**src/rtl/guess_scheduler_if.sv**
```systemverilog
// Handshake and status bundle for the guess scheduler. The bench drives the
// master modport; the scheduler uses the slave modport.
interface guess_scheduler_if;
  logic        new_game;
  logic        word_load;
  logic [24:0] word_in;
  logic        guess_valid;
  logic [4:0]  guess_letter;
  logic        guess_ready;
  logic [4:0]  found_mask;
  logic [2:0]  miss_count;
  logic        result_valid;
  logic        hit;
  logic        win;
  logic        lose;
  logic [3:0]  state_o;

  modport master (
    output new_game, word_load, word_in, guess_valid, guess_letter,
    input  guess_ready, found_mask, miss_count, result_valid, hit, win, lose, state_o
  );

  modport slave (
    input  new_game, word_load, word_in, guess_valid, guess_letter,
    output guess_ready, found_mask, miss_count, result_valid, hit, win, lose, state_o
  );
endinterface

```
**src/rtl/guess_scheduler.sv**
```systemverilog
// Letter-guessing game sequencer: one word position compared per cycle.
// Optional REPEAT_GUESS_FILTER_EN consumes repeated letters without a compare.
module guess_scheduler #(
  parameter int unsigned MAX_MISSES = 6
) (
  input  logic              clk,
  input  logic              reset,
  guess_scheduler_if.slave  gs
);

  localparam logic [2:0] MAX_M = 3'(MAX_MISSES);

  typedef enum logic [3:0] {
    S_IDLE   = 4'd0,
    S_WAIT   = 4'd1,
    S_CMP0   = 4'd2,
    S_CMP1   = 4'd3,
    S_CMP2   = 4'd4,
    S_CMP3   = 4'd5,
    S_CMP4   = 4'd6,
    S_UPDATE = 4'd7,
    S_WON    = 4'd8,
    S_LOST   = 4'd9
  } state_t;

  state_t      state_q, state_d;
  logic [24:0] word_q, word_d;
  logic [4:0]  letter_q, letter_d;
  logic [4:0]  mask_q, mask_d;
  logic [2:0]  miss_q, miss_d;
  logic        hitf_q, hitf_d;
  logic        rv_q, rv_d;
  logic        hit_q, hit_d;
`ifdef REPEAT_GUESS_FILTER_EN
  logic [25:0] guessed_q, guessed_d;
`endif

  // Word position under test in the current compare state.
  logic [4:0] pos_letter;
  logic [2:0] pos_idx;
  always_comb begin
    pos_letter = word_q[4:0];
    pos_idx    = 3'd4;
    case (state_q)
      S_CMP0:  begin pos_letter = word_q[24:20]; pos_idx = 3'd0; end
      S_CMP1:  begin pos_letter = word_q[19:15]; pos_idx = 3'd1; end
      S_CMP2:  begin pos_letter = word_q[14:10]; pos_idx = 3'd2; end
      S_CMP3:  begin pos_letter = word_q[9:5];   pos_idx = 3'd3; end
      default: begin pos_letter = word_q[4:0];   pos_idx = 3'd4; end
    endcase
  end

  logic       legal, take;
  logic [2:0] miss_next;

  always_comb begin
    state_d   = state_q;
    word_d    = word_q;
    letter_d  = letter_q;
    mask_d    = mask_q;
    miss_d    = miss_q;
    hitf_d    = hitf_q;
    rv_d      = 1'b0;
    hit_d     = 1'b0;
    miss_next = miss_q;
    legal     = (gs.guess_letter >= 5'd1) && (gs.guess_letter <= 5'd26);
    take      = gs.guess_valid && legal;
`ifdef REPEAT_GUESS_FILTER_EN
    guessed_d = guessed_q;
    take      = take && !guessed_q[gs.guess_letter - 5'd1];
`endif

    case (state_q)
      S_IDLE: begin
        if (gs.word_load) begin
          word_d  = gs.word_in;
          mask_d  = 5'd0;
          miss_d  = 3'd0;
`ifdef REPEAT_GUESS_FILTER_EN
          guessed_d = '0;
`endif
          state_d = S_WAIT;
        end
      end
      S_WAIT: begin
        if (take) begin
          letter_d = gs.guess_letter;
          hitf_d   = 1'b0;
`ifdef REPEAT_GUESS_FILTER_EN
          guessed_d[gs.guess_letter - 5'd1] = 1'b1;
`endif
          state_d  = S_CMP0;
        end
      end
      S_CMP0, S_CMP1, S_CMP2, S_CMP3, S_CMP4: begin
        if (pos_letter == letter_q) begin
          mask_d[pos_idx] = 1'b1;
          hitf_d          = 1'b1;
        end
        state_d = (state_q == S_CMP4) ? S_UPDATE : state_t'(state_q + 4'd1);
      end
      S_UPDATE: begin
        // Result is registered so it appears together with the new counts/state.
        rv_d  = 1'b1;
        hit_d = hitf_q;
        if (!hitf_q && miss_q < MAX_M) miss_next = miss_q + 3'd1;
        miss_d = miss_next;
        if (mask_q == 5'b11111)              state_d = S_WON;
        else if (!hitf_q && miss_next == MAX_M) state_d = S_LOST;
        else                                 state_d = S_WAIT;
      end
      S_WON, S_LOST: state_d = state_q;
      default:       state_d = S_IDLE;
    endcase

    if (gs.new_game) begin
      state_d = S_IDLE;
      mask_d  = 5'd0;
      miss_d  = 3'd0;
      hitf_d  = 1'b0;
      rv_d    = 1'b0;
      hit_d   = 1'b0;
`ifdef REPEAT_GUESS_FILTER_EN
      guessed_d = '0;
`endif
    end
  end

  always_ff @(posedge clk) begin
    if (!reset) begin
      state_q  <= S_IDLE;
      word_q   <= '0;
      letter_q <= '0;
      mask_q   <= '0;
      miss_q   <= '0;
      hitf_q   <= 1'b0;
      rv_q     <= 1'b0;
      hit_q    <= 1'b0;
`ifdef REPEAT_GUESS_FILTER_EN
      guessed_q <= '0;
`endif
    end else begin
      state_q  <= state_d;
      word_q   <= word_d;
      letter_q <= letter_d;
      mask_q   <= mask_d;
      miss_q   <= miss_d;
      hitf_q   <= hitf_d;
      rv_q     <= rv_d;
      hit_q    <= hit_d;
`ifdef REPEAT_GUESS_FILTER_EN
      guessed_q <= guessed_d;
`endif
    end
  end

  assign gs.guess_ready  = (state_q == S_WAIT);
  assign gs.found_mask   = mask_q;
  assign gs.miss_count   = miss_q;
  assign gs.result_valid = rv_q;
  assign gs.hit          = hit_q;
  assign gs.win          = (state_q == S_WON);
  assign gs.lose         = (state_q == S_LOST);
  assign gs.state_o      = state_q;

endmodule

```
**src/flat_wrapper.sv**
```systemverilog
// flat-port wrapper written by rule: the top's interface ports become plain ports
module guess_scheduler_flat 
#(
  parameter int unsigned MAX_MISSES = 6
)
  (clk, reset, gs_new_game, gs_word_load, gs_word_in, gs_guess_valid, gs_guess_letter, gs_guess_ready, gs_found_mask, gs_miss_count, gs_result_valid, gs_hit, gs_win, gs_lose, gs_state_o);
  guess_scheduler_if gs_i ();
  input  logic clk;
  input  logic reset;
  input wire logic [$bits(gs_i.new_game)-1:0] gs_new_game;
  input wire logic [$bits(gs_i.word_load)-1:0] gs_word_load;
  input wire logic [$bits(gs_i.word_in)-1:0] gs_word_in;
  input wire logic [$bits(gs_i.guess_valid)-1:0] gs_guess_valid;
  input wire logic [$bits(gs_i.guess_letter)-1:0] gs_guess_letter;
  output wire logic [$bits(gs_i.guess_ready)-1:0] gs_guess_ready;
  output wire logic [$bits(gs_i.found_mask)-1:0] gs_found_mask;
  output wire logic [$bits(gs_i.miss_count)-1:0] gs_miss_count;
  output wire logic [$bits(gs_i.result_valid)-1:0] gs_result_valid;
  output wire logic [$bits(gs_i.hit)-1:0] gs_hit;
  output wire logic [$bits(gs_i.win)-1:0] gs_win;
  output wire logic [$bits(gs_i.lose)-1:0] gs_lose;
  output wire logic [$bits(gs_i.state_o)-1:0] gs_state_o;
  assign gs_i.new_game = gs_new_game;
  assign gs_i.word_load = gs_word_load;
  assign gs_i.word_in = gs_word_in;
  assign gs_i.guess_valid = gs_guess_valid;
  assign gs_i.guess_letter = gs_guess_letter;
  assign gs_guess_ready = gs_i.guess_ready;
  assign gs_found_mask = gs_i.found_mask;
  assign gs_miss_count = gs_i.miss_count;
  assign gs_result_valid = gs_i.result_valid;
  assign gs_hit = gs_i.hit;
  assign gs_win = gs_i.win;
  assign gs_lose = gs_i.lose;
  assign gs_state_o = gs_i.state_o;
  guess_scheduler #(.MAX_MISSES(MAX_MISSES)) u_core (.clk(clk), .reset(reset), .gs(gs_i));
endmodule
```
**config.mk**
```make
export PLATFORM = sky130hd
export DESIGN_NAME = guess_scheduler_flat
export DESIGN_NICKNAME = d
export VERILOG_FILES = /design/src/rtl/guess_scheduler_if.sv /design/src/rtl/guess_scheduler.sv /design/src/flat_wrapper.sv
export SDC_FILE = /design/constraint.sdc
export NUM_CORES = 1
export LEC_CHECK = 0
export CAP_MARGIN = 20
export CORE_UTILIZATION = 52
export CTS_BUF_LIST = sky130_fd_sc_hd__clkbuf_8
export CTS_CLUSTER_DIAMETER = 150
export CTS_CLUSTER_SIZE = 8
export DETAILED_ROUTE_END_ITERATION = 16
export PLACE_DENSITY = 0.82
export SYNTH_ARGS = -nofsm -noshare
export SYNTH_HDL_FRONTEND = slang
export SYNTH_SLANG_ARGS = --single-unit
```
**constraint.sdc**
```tcl
create_clock -name clk -period 2.7 [get_ports clk]
set_clock_uncertainty 0.05 [all_clocks]
set_input_delay 0.405 -clock clk [delete_from_list [all_inputs] [get_ports clk]]
set_output_delay 0.405 -clock clk [all_outputs]
set_load 0.03 [all_outputs]
```
==> results.md, run 1 <==
* Cell Rows at 23
* Fin cells at 388
* CTS max path bufs at 2
* Clock Tree Root: clkbuf_8
* # setup viols final at 0
* Power per cell area at 503 nW/µm²
* Synth Cell Area at 2300 µm²
* Largest area contributor in the netlist: dfxtp_1
* Seq/Total Area, Yosys at 39.2%
* Area fraction of the dominant cell type after synthesis at 39.2%
* Die Y at 68.4 µm
* Fin. max-slew vios at 0
* Max_slew headroom at 65.5%
* Worst EP arrival at 2.14 ns
* Die width at 68.4 µm
* Share of cells above drive strength 1 at 7.99%
* Footprint of the multi-input gates at 1320 µm²
* Crit path kind: reg2out
* P&R area growth vs syn at 31.7%
* DP HPWL at 3970 µm
* DRC violations left at 0
* Syn Area/Cell at 8.17 µm²
* Antenna diodes at 0
* CP Data Required Time at 2.25 ns
* Total wire length at 5420 µm
* # hold bufs at CTS at 0
* First-pass detailed-route iteration total at 4
* Post-synth EDFFs at 0
* Largest net degree at the start of global routing at 32
* Critical Path Start: u_core.gs.state_o[1]$_SDFFE_PP0P_
* Clk slew on worst S/H paths at 0.09 ns
* Placed cell count at 380
* Post-synth top flop: dfxtp_1
* I/O pin count at 52
* FF-to-FF path depth at 8
* Placeable Area at 4120 µm²
* YS warnings at 0
* LEAKAGE at 1.11 nW
* Top-count cell post-synth: nand2_1
* Max Cap Viol at 0
* Final Hold Vio Count at 0
* Clock Sink Count at 45
* Setup TNS at 0 ns
* Via count at 2,191
* Period minus WS final at 2.60 ns
* Starting density of the core at 55.8%
* GRT Residual Overflow at 0
* Vias per cell at 5.65
* Reg-to-Reg End: u_core.gs.found_mask[2]$_SDFFE_PP0P_
* Least-Margin Pin Slew at 0.515 ns
* WL per Instance at 14.0 µm
* Reg2reg setup slack at 0.31 ns
* Synth async-reset ratio at 0%
* H-tree levels at 2
* Number of synthesized register bits at 45
* Busiest layer in global routing: met2
* Routability cong. at 0.886
* Total setup buffers inserted after CTS at 0
* Synthesized netlist cell count at 281
* Final Cycle Share at 96.2%
* Status: complete, no violations
* Worst-Skew Late Latency at 0.29 ns
* Worst setup SP type: flop
* Num CTS Buffers at 5
* Port-buffer cells at 51
* Worst setup EP type: output pin
* Vias in the first global route at 2,024
* Setup crit end: gs_guess_ready
* Maximum VDD drop at 288 µV
* Area contributors post-synth: dfxtp_1 39%, nand2_1 11%, a21boi_1 8.2%
* Die area at 4680 µm²
* Worst R2R Start: u_core.gs.state_o[1]$_SDFFE_PP0P_
* Worst hold path class: reg2reg
* Net Count, Synth at 321
* Initial antenna violation count at 0
* Met2 usage at 44.6%
* Post-DRT Antenna Nets at 0
* Post-synth top cells: 65 x nand2_1, 45 x dfxtp_1, 25 x a21boi_1
* Unrepaired setup endpoints after global routing: false
* F_max at 385 MHz
* Iter 0 DRT Violations at 119
* Flip-flop and latch area at 901 µm²
* M1 GR Usage at 32.1%
* Worst hold slack at 0.407 ns
* CTS tree: built
* Critical path peak fanout at 9
* M3 GR Usage at 3.83%
* Gr usage total at 25.8%
* First-pass GRT wire length at 8980 µm
* Post-cts sizing count at 0
* Fillers at 326
* Final #Nets at 377
* Cell variety after synth at 45
critical path, cell delays in order, from the launching register on:
cell and delay [ns]:
dfxtp_1 0.37, inv_1 0.12, ha_1 0.26, buf_4 0.20, nand2_1 0.13, inv_1 0.11
clkdlybuf4s50_1 0.67
metal layers:
metal	routed length, µm	share of wire [%]
met5	0	0
met4	102	1.9
met3	300	5.5
met2	2550	47
met1	2470	46
worst min path at each step:
stage / cells after the start / from / to / slack, ns
detailed placement: 2 / u_core.word_q[5]$_SDFFE_PN0P_ / u_core.word_q[5]$_SDFFE_PN0P_ / 0.40
global placement: 2 / u_core.word_q[5]$_SDFFE_PN0P_ / u_core.word_q[5]$_SDFFE_PN0P_ / 0.39
finish: 2 / u_core.word_q[5]$_SDFFE_PN0P_ / u_core.word_q[5]$_SDFFE_PN0P_ / 0.41
floorplan: 2 / u_core.word_q[2]$_SDFFE_PN0P_ / u_core.word_q[2]$_SDFFE_PN0P_ / 0.38
global route: 2 / u_core.word_q[5]$_SDFFE_PN0P_ / u_core.word_q[5]$_SDFFE_PN0P_ / 0.42
CTS: 2 / u_core.word_q[5]$_SDFFE_PN0P_ / u_core.word_q[5]$_SDFFE_PN0P_ / 0.41
power breakdown:
part	switching [mW]	internal [mW]	leakage, nW	total [mW]
combinational	0.153	0.139	0.689	0.291
sequential	0.0208	0.696	0.367	0.717
clock	0.237	0.277	0.0543	0.514
flip-flops by register name, indices dropped and copies added (netlist names):
name,flops
u_core.gs.state_o,4
u_core.word_q,25
u_core.gs.found_mask,5
u_core.gs.hit,1
u_core.gs.miss_count,3
u_core.hitf_q,1
u_core.gs.result_valid,1
u_core.letter_q,5
cells by family after synthesis:
| family | after synthesis | share of synthesized area [%] |
|---|---|---|
| and+or+nand+nor | 122 | 25.8 |
| AOI/OAI and AO/OA | 79 | 24.3 |
| DFF | 45 | 39.2 |
| buffers and inverters | 19 | 3.32 |
| muxes | 6 | 2.67 |
| xor gates and xnor gates | 5 | 1.91 |
| adders and majority gates | 5 | 2.72 |
cell usage in the layout (no fill, tap or decap), drive strengths merged, types with 6 or more instances in the layout:
master / count
a211oi: 7
a21boi: 25
a21oi: 7
a22o: 6
buf: 14
clkdlybuf4s50: 51
dfxtp: 45
nand2: 65
nor2: 14
nor2b: 11
o21ai: 17
area by class of cell:
class	count	share of cell area, %
clock buffer	5	2.28
sequential	45	29.8
multi-input combinational	217	43.6
tap	50	2.07
clock inverter	3	1.53
timing repair buffer	65	20.4
inverter	3	0.372
through the flow:
step	setup WS (ns)	util (%)	power (mW)	area [µm²]
4_1_cts	0.103	73.5	1.52	3020
3_5_place_dp	0.204	70.7	1.02	2910
6_report	0.103	73.5	1.52	3020
2_1_floorplan	0.351	-	0.900	2300
3_3_place_gp	0.238	70.7	1.02	2910
5_1_grt	0.00329	73.5	1.59	3020
(Power assumes the default switching activity.)
==> inputs of run 2 (changes only) <==
--- a/config.mk
+++ b/config.mk
@@ -12,6 +12,8 @@
 export CTS_CLUSTER_SIZE = 8
 export DETAILED_ROUTE_END_ITERATION = 16
 export PLACE_DENSITY = 0.82
+export SETUP_SLACK_MARGIN = 0.15
+export SLEW_MARGIN = 20
 export SYNTH_ARGS = -nofsm -noshare
 export SYNTH_HDL_FRONTEND = slang
 export SYNTH_SLANG_ARGS = --single-unit
==> constraint.sdc (replaced) <==
create_clock -name clk -period 2.4 [get_ports clk]
set_clock_uncertainty 0.05 [all_clocks]
set_input_delay 0.36 -clock clk [delete_from_list [all_inputs] [get_ports clk]]
set_output_delay 0.36 -clock clk [all_outputs]
set_load 0.03 [all_outputs]
==> results.md, run 2 (same netlist as run 1, synthesis figures left out) <==
* Hold Path Depth at 2 (unchanged)
* Power per cell area at 578 nW/µm² (was 503 nW/µm²)
* Antenna diodes at 0 (unchanged)
* Share of cells above drive strength 1 at 13.8% (was 7.99%)
* Clock Sink Count at 45 (unchanged)
* Levels on crit path at 5 (was 6)
* Final Hold Vio Count at 0 (unchanged)
* Cell Rows at 23 (unchanged)
* WL per Instance at 14.7 µm (was 14.0 µm)
* Die area at 4680 µm² (unchanged)
* Worst hold slack at 0.407 ns (about the same)
* Routability cong. at 0.925 (was 0.886)
* Placement Setup Slack at 0.0343 ns (was 0.204 ns)
* Worst hold path class: reg2reg (unchanged)
* Num CTS Buffers at 5 (unchanged)
* Critical path cell sequence: inv_6 -> ha_4 -> buf_4 -> and3b_1 -> dlygate4sd2_1 (was inv_1 -> ha_1 -> buf_4 -> nand2_1 -> inv_1 -> clkdlybuf4s50_1)
* CTS max path bufs at 2 (unchanged)
* First-pass detailed-route iteration total at 4 (unchanged)
* Starting density of the core at 55.8% (unchanged)
* P&R area growth vs syn at 39.4% (was 31.7%)
* Post-DP Area at 2970 µm² (was 2910 µm²)
* CP Data Required Time at 1.99 ns (was 2.25 ns)
* Via count at 2,274 (was 2,191)
* Final #Nets at 388 (was 377)
* Biggest cell delay along the critical path at 0.40 ns (was 0.67 ns)
* Largest net degree at the start of global routing at 32 (unchanged)
* Total wire length at 5870 µm (was 5420 µm)
* Port-buffer cells at 51 (unchanged)
* CTS tree: built (unchanged)
* H-tree levels at 2 (unchanged)
* Commonest non-fill, non-tap cell in the layout: nand2_1 (unchanged)
* Pwr Total at 1.85 mW (was 1.52 mW)
* Critical path peak fanout at 14 (was 9)
* Post-DRT Antenna Nets at 0 (unchanged)
* Placeable Area at 4120 µm² (unchanged)
* Vias per cell at 5.70 (was 5.65)
* Period minus WS final at 2.13 ns
* Setup TNS at 0 ns (unchanged)
* Critical path's top delay family: buffers and inverters (unchanged)
* CP Buf/Inv Count at 3 (was 4)
* Vias in the first global route at 2,065 (was 2,024)
* FF-to-FF path depth at 10 (was 8)
* Die width at 68.4 µm (unchanged)
* Iter 0 DRT Violations at 251 (was 119)
* Final Cycle Share at 88.9%
* Fin. max-slew vios at 0 (unchanged)
* Gr usage total at 27.4% (was 25.8%)
* DRC violations left at 0 (unchanged)
* Clock Tree Root: clkbuf_8 (unchanged)
* DP HPWL at 4170 µm (was 3970 µm)
* Clk slew on worst S/H paths at 0.08 ns (was 0.09 ns)
* First-pass GRT wire length at 9340 µm (was 8980 µm)
* Critical-path top delay cell: dfxtp_4 (was clkdlybuf4s50_1)
* Final worst slack at 0.266 ns (was 0.103 ns)
* Crit path kind: reg2out (unchanged)
* # setup viols final at 0 (unchanged)
* F_max at 469 MHz
* Status: complete, no violations (unchanged)
* I/O pin count at 52 (unchanged)
* Worst EP arrival at 1.72 ns (was 2.14 ns)
* Max Cap Viol at 0 (unchanged)
* Largest Register: u_core.word_q (unchanged)
* Max FFs per register at 25 (unchanged)
* Fin cells at 399 (was 388)
* Worst setup SP type: flop (unchanged)
* Initial antenna violation count at 0 (unchanged)
* Worst-Skew Late Latency at 0.30 ns (was 0.29 ns)
* Maximum VDD drop at 412 µV (was 288 µV)
* LEAKAGE at 1.20 nW (was 1.11 nW)
* Max_slew headroom at 66.6% (was 65.5%)
* Fin area at 3200 µm² (was 3020 µm²)
* Finished Core Util at 77.8% (was 73.5%)
* Least-Margin Pin Slew at 0.499 ns (was 0.515 ns)
* Commonest non-fill, non-tap cells in the layout: 65 x nand2_1, 48 x clkdlybuf4s50_1, 42 x dfxtp_1 (was 65 x nand2_1, 51 x clkdlybuf4s50_1, 45 x dfxtp_1)
* Worst setup EP type: output pin (unchanged)
* Unrepaired setup endpoints after global routing: false (unchanged)
* Die Y at 68.4 µm (unchanged)
* Placed cell count at 388 (was 380)
* GRT Residual Overflow at 0 (unchanged)
[run 2: cell types whose count changed in the layout (fill, tap and decap cells not counted), moves of 3 or more]
| cell | delta |
|---|---|
| dfxtp_1 | -3 |
| ha_1 | -4 |
| buf_4 | +10 |
| ha_4 | +4 |
| dlygate4sd2_1 | +3 |
| clkdlybuf4s50_1 | -3 |
[run 2: path summary, 6_finish.rpt]
kind | startpoint | to | slack, ns
max | u_core.gs.state_o[0]$_SDFFE_PP0P_ | gs_win | 0.27
min | u_core.word_q[24]$_SDFFE_PN0P_ | u_core.word_q[24]$_SDFFE_PN0P_ | 0.41
max reg2reg | u_core.gs.state_o[1]$_SDFFE_PP0P_ | u_core.gs.found_mask[2]$_SDFFE_PP0P_ | 0.27
min reg2reg | u_core.word_q[24]$_SDFFE_PN0P_ | u_core.word_q[24]$_SDFFE_PN0P_ | 0.41
[run 2: repair_timing]
item,in CTS,in global routing
pin swaps,6,8
endpoints found under the setup margin,9,7
setup buffers,0,3
resized for setup,7,15
hold buffers,0,0
[run 2: layout make-up]
| cell class | count | area [µm²] |
|---|---|---|
| clock buffer | 5 | 68.8 |
| timing repair buffer | 76 | 698 |
| fill | 326 | 915 |
| multi-input combinational | 217 | 1380 |
| tap | 50 | 62.6 |
| sequential | 45 | 910 |
| clock inverter | 3 | 65.1 |
| inverter | 3 | 21.3 |
[run 2: report_power, final]
| part | total (mW) | internal, mW | switching (mW) |
|---|---|---|---|
| registers | 0.811 | 0.782 | 0.0287 |
| logic | 0.363 | 0.180 | 0.183 |
| clock network | 0.677 | 0.413 | 0.263 |
| total | 1.85 | 1.38 | 0.475 |
[run 2: worst min-delay path: stages (launching register included)]
cell and delay (ns):
dfxtp_1 0.32, nand2_1 0.05, a21boi_1 0.05
[run 2: layer usage]
layer | vias to the layer above | GRT usage, % | part of all wire [%]
met3 | 14 | 5.33 | 5.7
met2 | 80 | 44.0 | 47
met5 | - | 0 | 0
met1 | 1046 | 34.3 | 44
met4 | 0 | 14.8 | 3.1
li1 | 1134 | - | -
